**src/rtl/clmulseq_pkg.sv**
```systemverilog
// Shared BMU definitions: ClmulSelect encodings and the carry-less multiplier FSM state type.
package clmulseq_pkg;

  localparam logic [1:0] CLMUL  = 2'b01;
  localparam logic [1:0] CLMULR = 2'b10;
  localparam logic [1:0] CLMULH = 2'b11;

  typedef enum logic [1:0] {
    IDLE = 2'd0,
    BUSY = 2'd1,
    DONE = 2'd2
  } state_t;

endpackage

```
**src/rtl/clmulseq_clmulstep.sv**
```systemverilog
// One iteration of the carry-less product: folds BITSPERCYCLE multiplier bits into P.
// Purely combinational; no backpressure.
module clmulstep #(
  parameter int WIDTH        = 32,
  parameter int BITSPERCYCLE = 1
) (
  input  logic [2*WIDTH-1:0]      p,
  input  logic [2*WIDTH-1:0]      ashift,
  input  logic [BITSPERCYCLE-1:0] bbits,
  output logic [2*WIDTH-1:0]      pnext
);

  always_comb begin
    pnext = p;
    for (int i = 0; i < BITSPERCYCLE; i++) begin
      if (bbits[i]) pnext = pnext ^ (ashift << i);
    end
  end

endmodule

```
**src/rtl/clmulseq.sv**
```systemverilog
// Iterative carry-less multiplier (clmul/clmulh/clmulr); latency WIDTH/BITSPERCYCLE+1 cycles from Start.
// Start is ignored while Busy (no queuing); Flush aborts. `CLMULSEQ_CLMULR_EN enables the clmulr slice.
module clmulseq
  import clmulseq_pkg::*;
#(
  parameter int WIDTH        = 32,
  parameter int BITSPERCYCLE = 1
) (
  input  logic             clk,
  input  logic             reset,
  input  logic             Start,
  input  logic             Flush,
  input  logic [WIDTH-1:0] A,
  input  logic [WIDTH-1:0] B,
  input  logic [1:0]       ClmulSelect,
  output logic             Busy,
  output logic             Done,
  output logic [WIDTH-1:0] Result
);

  localparam int K  = WIDTH / BITSPERCYCLE;
  localparam int CW = (K > 1) ? $clog2(K) : 1;

  state_t             state;
  logic [2*WIDTH-1:0] ashift;
  logic [2*WIDTH-1:0] p;
  logic [2*WIDTH-1:0] pnext;
  logic [WIDTH-1:0]   bsh;
  logic [1:0]         sel;
  logic [CW-1:0]      cnt;
  logic [WIDTH-1:0]   slice;

  clmulstep #(
    .WIDTH        (WIDTH),
    .BITSPERCYCLE (BITSPERCYCLE)
  ) u_step (
    .p      (p),
    .ashift (ashift),
    .bbits  (bsh[BITSPERCYCLE-1:0]),
    .pnext  (pnext)
  );

  // Slice from pnext so the final step's product is registered in the same edge.
  always_comb begin
    slice = '0;
    case (sel)
      CLMUL:  slice = pnext[WIDTH-1:0];
      CLMULH: slice = pnext[2*WIDTH-1:WIDTH];
`ifdef CLMULSEQ_CLMULR_EN
      CLMULR: slice = pnext[2*WIDTH-2:WIDTH-1];
`endif
      default: slice = '0;
    endcase
  end

  always_ff @(posedge clk) begin
    if (reset) begin
      state  <= IDLE;
      Busy   <= 1'b0;
      Done   <= 1'b0;
      Result <= '0;
      cnt    <= '0;
      ashift <= '0;
      p      <= '0;
      bsh    <= '0;
      sel    <= '0;
    end else begin
      Done <= 1'b0;
      if (Flush) begin
        state <= IDLE;
        Busy  <= 1'b0;
      end else begin
        case (state)
          IDLE, DONE: begin
            if (Start) begin
              ashift <= {{WIDTH{1'b0}}, A};
              bsh    <= B;
              sel    <= ClmulSelect;
              p      <= '0;
              cnt    <= '0;
              state  <= BUSY;
              Busy   <= 1'b1;
            end else begin
              state <= IDLE;
            end
          end
          BUSY: begin
            p      <= pnext;
            ashift <= ashift << BITSPERCYCLE;
            bsh    <= bsh >> BITSPERCYCLE;
            cnt    <= cnt + 1'b1;
            if (cnt == CW'(K - 1)) begin
              state  <= DONE;
              Busy   <= 1'b0;
              Done   <= 1'b1;
              Result <= slice;
            end
          end
          default: begin
            state <= IDLE;
            Busy  <= 1'b0;
          end
        endcase
      end
    end
  end

endmodule

```
**config.mk**
```make
export PLATFORM = sky130hd
export DESIGN_NAME = clmulseq
export DESIGN_NICKNAME = d
export VERILOG_FILES = /design/src/rtl/clmulseq_pkg.sv /design/src/rtl/clmulseq_clmulstep.sv /design/src/rtl/clmulseq.sv
export SDC_FILE = /design/constraint.sdc
export NUM_CORES = 1
export LEC_CHECK = 0
export BUFFER_PORTS_ARGS = -buffer_cell sky130_fd_sc_hd__buf_4
export CAP_MARGIN = 20
export CORE_MARGIN = 5
export CORE_UTILIZATION = 45
export CTS_BUF_LIST = sky130_fd_sc_hd__clkbuf_16
export CTS_CLUSTER_DIAMETER = 150
export CTS_CLUSTER_SIZE = 20
export DETAILED_ROUTE_END_ITERATION = 10
export MAX_ROUTING_LAYER = met4
export PLACE_DENSITY_LB_ADDON = 0.3
export SLEW_MARGIN = 10
export SYNTH_ARGS = -nofsm -noshare
export SYNTH_HDL_FRONTEND = slang
export SYNTH_SLANG_ARGS = --single-unit
```
**constraint.sdc**
```tcl
create_clock -name clk -period 3.7 [get_ports clk]
set_input_delay 0 -clock clk [delete_from_list [all_inputs] [get_ports clk]]
set_output_delay 0 -clock clk [all_outputs]
set_load 0.01 [all_outputs]
```
## Yosys cells after proc, flatten, opt, wreduce, memory -nomap -nowiden

Index checks and enable logic that the tools add are counted.

| cells by class | value |
|---|---|
| $add $sub $neg | 1 |
| multipliers | 0 |
| div/mod/pow operators | 0 |
| $lt $le $gt $ge | 0 |
| eq/ne operators | 7 |
| shifts and indexed selects | 0 |
| mux-type cells | 17 |
| bitwise logic cells | 3 |
| reduce and logical (&&, ||, !) cells | 9 |

Operator list:

| kind | count |
|---|---|
| 64-bit one-hot mux with 2 select lines | 2 |
| 64-bit 2-to-1 mux | 3 |
| 32-bit one-hot mux with 2 select lines | 2 |
| 64-bit XOR | 1 |
| 32-bit 2-to-1 mux | 1 |
| 5-bit one-hot mux with 2 select lines | 1 |
| 3-bit AND reduction | 3 |
| 5-bit by 1-bit adder with 5-bit output, second input constant | 1 |
| 5-bit == test, second input constant | 1 |
| 5-bit 2-to-1 mux | 1 |
| 2-bit by 1-bit == test with 1-bit output, second input constant | 2 |
| 2-bit == test, second input constant | 2 |
| 1-bit 2-to-1 mux | 4 |
| 2-bit inequality test, second input constant | 2 |
| 2-bit one-hot mux with 2 select lines | 1 |
| 2-bit OR reduction | 2 |
| 3-bit OR reduction | 1 |
| 2-bit logical NOT | 1 |
| 2-bit 2-to-1 mux | 1 |
| 1-bit inverter | 2 |
| 1-bit one-hot mux with 2 select lines | 1 |
| 2-bit AND reduction | 1 |
| 2-bit nonzero test | 1 |

| storage, ports and cells | value |
|---|---|
| register bits after elaboration | 203 |
| latch bits | 0 |
| RAM bits | 0 |
| ROM bits | 0 |
| input bits | 70 |
| output and inout bits | 34 |
| logic and storage cells | 46 |
| memories kept | 0 |

## Longest topological paths before layout

| depth | value |
|---|---|
| depth in word-level cells | 4 |
| mapped depth | 7 |
| gate-level depth less buffers | 6 |

## By module

Synthesis repeated with hierarchy kept, for this count alone.

| unflattened totals | value |
|---|---|
| cell total of the unflattened synthesis | 832 |
| area, all modules | 8562.0 um2 |

Modules (own cells, without submodules):

| module | times used | cells each | area an instance (um2) | sequential area each (um2) |
|---|---|---|---|---|
| clmulseq | 1 | 697 | 7682.4 | 4063.9 |
| clmulstep | 1 | 135 | 879.6 | 0.0 |

## Least setup slack after synthesis

OpenSTA, ideal clock, no wires.

| timing | value |
|---|---|
| kind | reg-to-reg |
| start point | register cnt[0] |
| end point | register Result[10] |
| library setup time | 0.117 ns |
| data arrival time | 1.769 ns |
| required time | 3.583 ns |
| slack | 1.814 ns |
| cell stages (with the launch flop) | 8 |
| path buffers | 1 |
| period minus slack after synthesis | 1.886 ns |
| cells stage by stage | dfxtp_1 ha_1 and3_1 ha_1 nor3b_2 nor2_1 buf_2 a22o_1 |

| on the way | value |
|---|---|
| cells in the longest elaborated chain, start to end | 2 |

RTL lines:

| element | RTL line | source |
|---|---|---|
| from (decl) | clmulseq.sv:30 | `logic [CW-1:0] cnt;` |
| from (signal assigned) | clmulseq.sv:91 | `cnt <= cnt + 1'b1;` |
| 5-bit == test | clmulseq.sv:92 | `if (cnt == CW'(K - 1)) begin` |
| 3-bit AND reduction (no source line) | n/a |  |
| to (signal assigned) | clmulseq.sv:96 | `Result <= slice;` |
| to (decl) | clmulseq.sv:18 | `output logic [WIDTH-1:0] Result` |

No other way between the ends.
A chain may end at the register's enable or synchronous reset.

## Final worst setup path

| timing | value |
|---|---|
| start point | register state[0] |
| end point | register ashift[29] |

| on the way | value |
|---|---|
| cells in the longest elaborated chain, start to end | 4 |
| elaborated cells on any way between the ends | 8 |
| those cells by class | 3 x eq/ne; 1 x mux; 4 x reduce/logical |

RTL lines:

| element | RTL line | source |
|---|---|---|
| from (decl) | clmulseq.sv:24 | `state_t state;` |
| from (signal assigned) | clmulseq.sv:58 | `state <= IDLE;` |
| from (signal assigned) | clmulseq.sv:70 | `state <= IDLE;` |
| from (signal assigned) | clmulseq.sv:81 | `state <= BUSY;` |
| 2-bit == test / 2-bit logical NOT (equally long branches) | clmulseq.sv:73 | `case (state)` |
| 2-bit OR reduction | clmulseq.sv:73 |  |
| 2-bit inequality test (no source line) / 2-bit nonzero test (equally long branches) | n/a |  |
| 3-bit AND reduction (no source line) | n/a |  |
| to (signal assigned) | clmulseq.sv:76 | `ashift <= {{WIDTH{1'b0}}, A};` |
| to (signal assigned) | clmulseq.sv:89 | `ashift <= ashift << BITSPERCYCLE;` |
| to (decl) | clmulseq.sv:25 | `logic [2*WIDTH-1:0] ashift;` |

Parallel ways exist; a longest one is shown, timed or not.

==> flow_metrics.env <==
export IMPL_die_h_um=152
export IMPL_tns_ns=0
export IMPL_die_w_um=152
export IMPL_power_mw=4.22
export IMPL_antenna_left=0
export IMPL_maxCapViolCount=0
export IMPL_drive_above_1_share_pct=11.8
export IMPL_grt_ovfl_total=0
export IMPL_p_per_area_nw_per_um2=383
export IMPL_synth_edf_count=0
export IMPL_initial_core_util_pct=46.1
export IMPL_portBuffers=103
export IMPL_fillers=1773
export IMPL_finalClockSkew_ns=0.0166
export IMPL_worstPathArrival_ns=2.95
export IMPL_synth_area_um2=9030
export IMPL_diodes=0
export IMPL_rsz0062_at_grt="false"
export IMPL_dieArea_um2=23000
export IMPL_clkSinkCount=203
export IMPL_yosysSeqAreaShare_pct=45.0
export IMPL_finalNetCount=1261
export IMPL_status="completed"
export IMPL_regToRegEndpoint="ashift[29]"
export IMPL_via_per_inst=5.62
export IMPL_tightest_slew_ns=1.05
export IMPL_hold_path_end="state[0]"
export IMPL_antenna_found_initial=0
export IMPL_grt_max_degree=133
export IMPL_clk_latency_ns=0.47
export IMPL_final_min_clock_period_ns=2.59
export IMPL_ys_warn_count=0
export IMPL_synthFlopType="dfxtp_1"
export IMPL_first_iter_violations=604
export IMPL_setup_viol=0
export IMPL_r2r_cells=6
export IMPL_reg2reg_slack_ns=1.11
export IMPL_dp_hpwl_um=12800
export IMPL_syn_area_per_cell_um2=8.30
export IMPL_syn_num_nets=1161
export IMPL_critical_path_class="register to register"
export IMPL_via_count=8172
export IMPL_grt_pass1_vias=7478
export IMPL_grt_util_all_layers_pct=19.6
export IMPL_max_freq_ghz=0.387
export IMPL_cts_buffer_depth=3
export IMPL_r2r_start="state[0]"
export IMPL_synth_top_cells_by_area="dfxtp_1 (45%), a21oi_1 (7.0%), a22oi_1 (5.7%)"
export IMPL_cts_buffers=14
export IMPL_finalHoldWorstSlack_ns=0.0804
export IMPL_synth_distinct_cells=34
export IMPL_yosysMostFrequentCell="dfxtp_1"
export IMPL_drt_first_pass_iters=5
export IMPL_final_cells=1455
export IMPL_place_inst=1365
export IMPL_fin_ws_ns=1.11
export IMPL_leakage_nw=4.02
export IMPL_critPathMaxFanout=119
export IMPL_yosys_area_top_type="dfxtp_1"
export IMPL_core_um2=19600
export IMPL_rows=51
export IMPL_path_clk_slew_ns=0.08
export IMPL_fin_crit_sh_pct=69.9
export IMPL_synth_top_area_share_pct=45.0
export IMPL_cts_root_buf="clkbuf_16"
export IMPL_min_from="Flush"
export IMPL_io_pin_count=104
export IMPL_min_path_type="input pin to register"
export IMPL_syn_to_final_growth_pct=21.9
export IMPL_routed_wl_um=22500
export IMPL_synthCells=1089
export IMPL_drv_slew=0
export IMPL_startpoint_type="register"
export IMPL_cts_max_level=1
export IMPL_synthTopCellsByCount="dfxtp_1 (203), nand2_1 (130), a21oi_1 (127), nor2_1 (117), clkbuf_1 (85)"
export IMPL_gp_congestion=0.768
export IMPL_synth_async_reset_ratio_pct=0
export IMPL_cp_required_ns=4.06
export IMPL_finalHoldViolations=0
export IMPL_cts_tree="yes"
export IMPL_grt_pass1_wl_um=36800
export IMPL_synth_seq_cells=203
export IMPL_dp_slack_ns=1.44
export IMPL_hold_depth=2
export IMPL_ir_worst_vdd_mv=0.319
export IMPL_drc=0
export IMPL_wl_per_cell_um=15.5
export IMPL_cp_end_kind="register"
export IMPL_slew_headroom_pct=29.7
==> per-stage QoR <==
step           instance area [um^2]  util, %
2_1_floorplan                  9030        -
3_3_place_gp                   9880     50.4
3_5_place_dp                   9880     50.4
4_1_cts                       11000     56.2
5_1_grt                       11000     56.2
6_report                      11000     56.2
==> layout make-up <==
class	count	area, um^2	share of cell area, %
multi-input cells	782	4580	41.6
flip-flops and latches	203	4070	36.9
repair buffers	188	1630	14.8
clock buffers	15	375	3.41
well taps	265	332	3.01
clock inverters	2	23.8	0.216
==> power by group <==
group | switching, mW | internal [mW]
combinational | 0.235 | 0.193
sequential | 0.0501 | 2.23
clock | 0.770 | 0.739
total | 1.06 | 3.16
==> what timing repair did <==
item,CTS,global route
setup buffers,0,0
endpoints found under the hold margin,68,0
gates resized for setup,0,0
hold buffers,73,0
==> worst max-delay path, stage by stage (launching register included) <==
cell and delay [ns]:
dfxtp_1 0.39, nor3b_2 0.67, nor2_4 0.20, buf_12 0.29, a2bb2oi_1 0.22, nor2_1 0.06
dlygate4sd3_1 0.58
==> how the worst max path moves through the flow <==
stage / start / to / slack, ns
after floorplan: cnt[0] / Result[10] / 1.81
after global placement: Flush / p[16] / 1.53
after detailed placement: Flush / p[15] / 1.44
after CTS: state[0] / ashift[29] / 1.16
after global routing: state[0] / ashift[28] / 0.96
final: state[0] / ashift[29] / 1.11
==> per-layer routing <==
layer  global-route usage [%]  share of wire [%]
met5                        -                  0
met4                     3.50                1.3
met3                     2.77                5.6
met2                     31.1                 46
met1                     27.0                 47
==> cells in the final DEF (no fill, tap or decap), types with 2 or more instances in the layout <==
cell type,synthesis,final
a21oi_1,127,127
xor2_1,49,49
nand2_1,130,130
a221oi_1,7,7
nor3_1,9,9
a311oi_1,31,31
o22ai_1,24,24
dlygate4sd3_1,0,73
nor3b_2,2,3
o21ai_0,63,63
nand3_1,2,2
mux2i_1,2,2
xnor2_1,16,16
nor2_1,117,115
a22oi_1,69,69
buf_4,0,112
a2bb2oi_1,31,31
a22o_1,26,26
buf_12,0,3
or3_1,61,61
clkbuf_16,0,15
nand2b_1,2,2
ha_1,2,2
dfxtp_1,203,202
==> kinds of logic (layout without fill, tap and decap cells) <==
group,after synthesis,count (layout),share of synthesized area (%)
AOI/OAI and AO/OA,379,379,27.2
xor gates and xnor gates,65,65,6.30
adders and majority gates,2,2,0.277
buffers and inverters,104,205,4.61
DFF,203,203,45.0
muxes,2,2,0.222
and+or+nand+nor,334,334,16.4
==> state kept, by name, summed over array words and instances, names as in the netlist <==
register and count:
cnt 5, state 2, Done 1, ashift 64, Busy 1, Result 32, p 64, bsh 32
sel 2
Note: power is estimated with default switching activity, not from simulation.
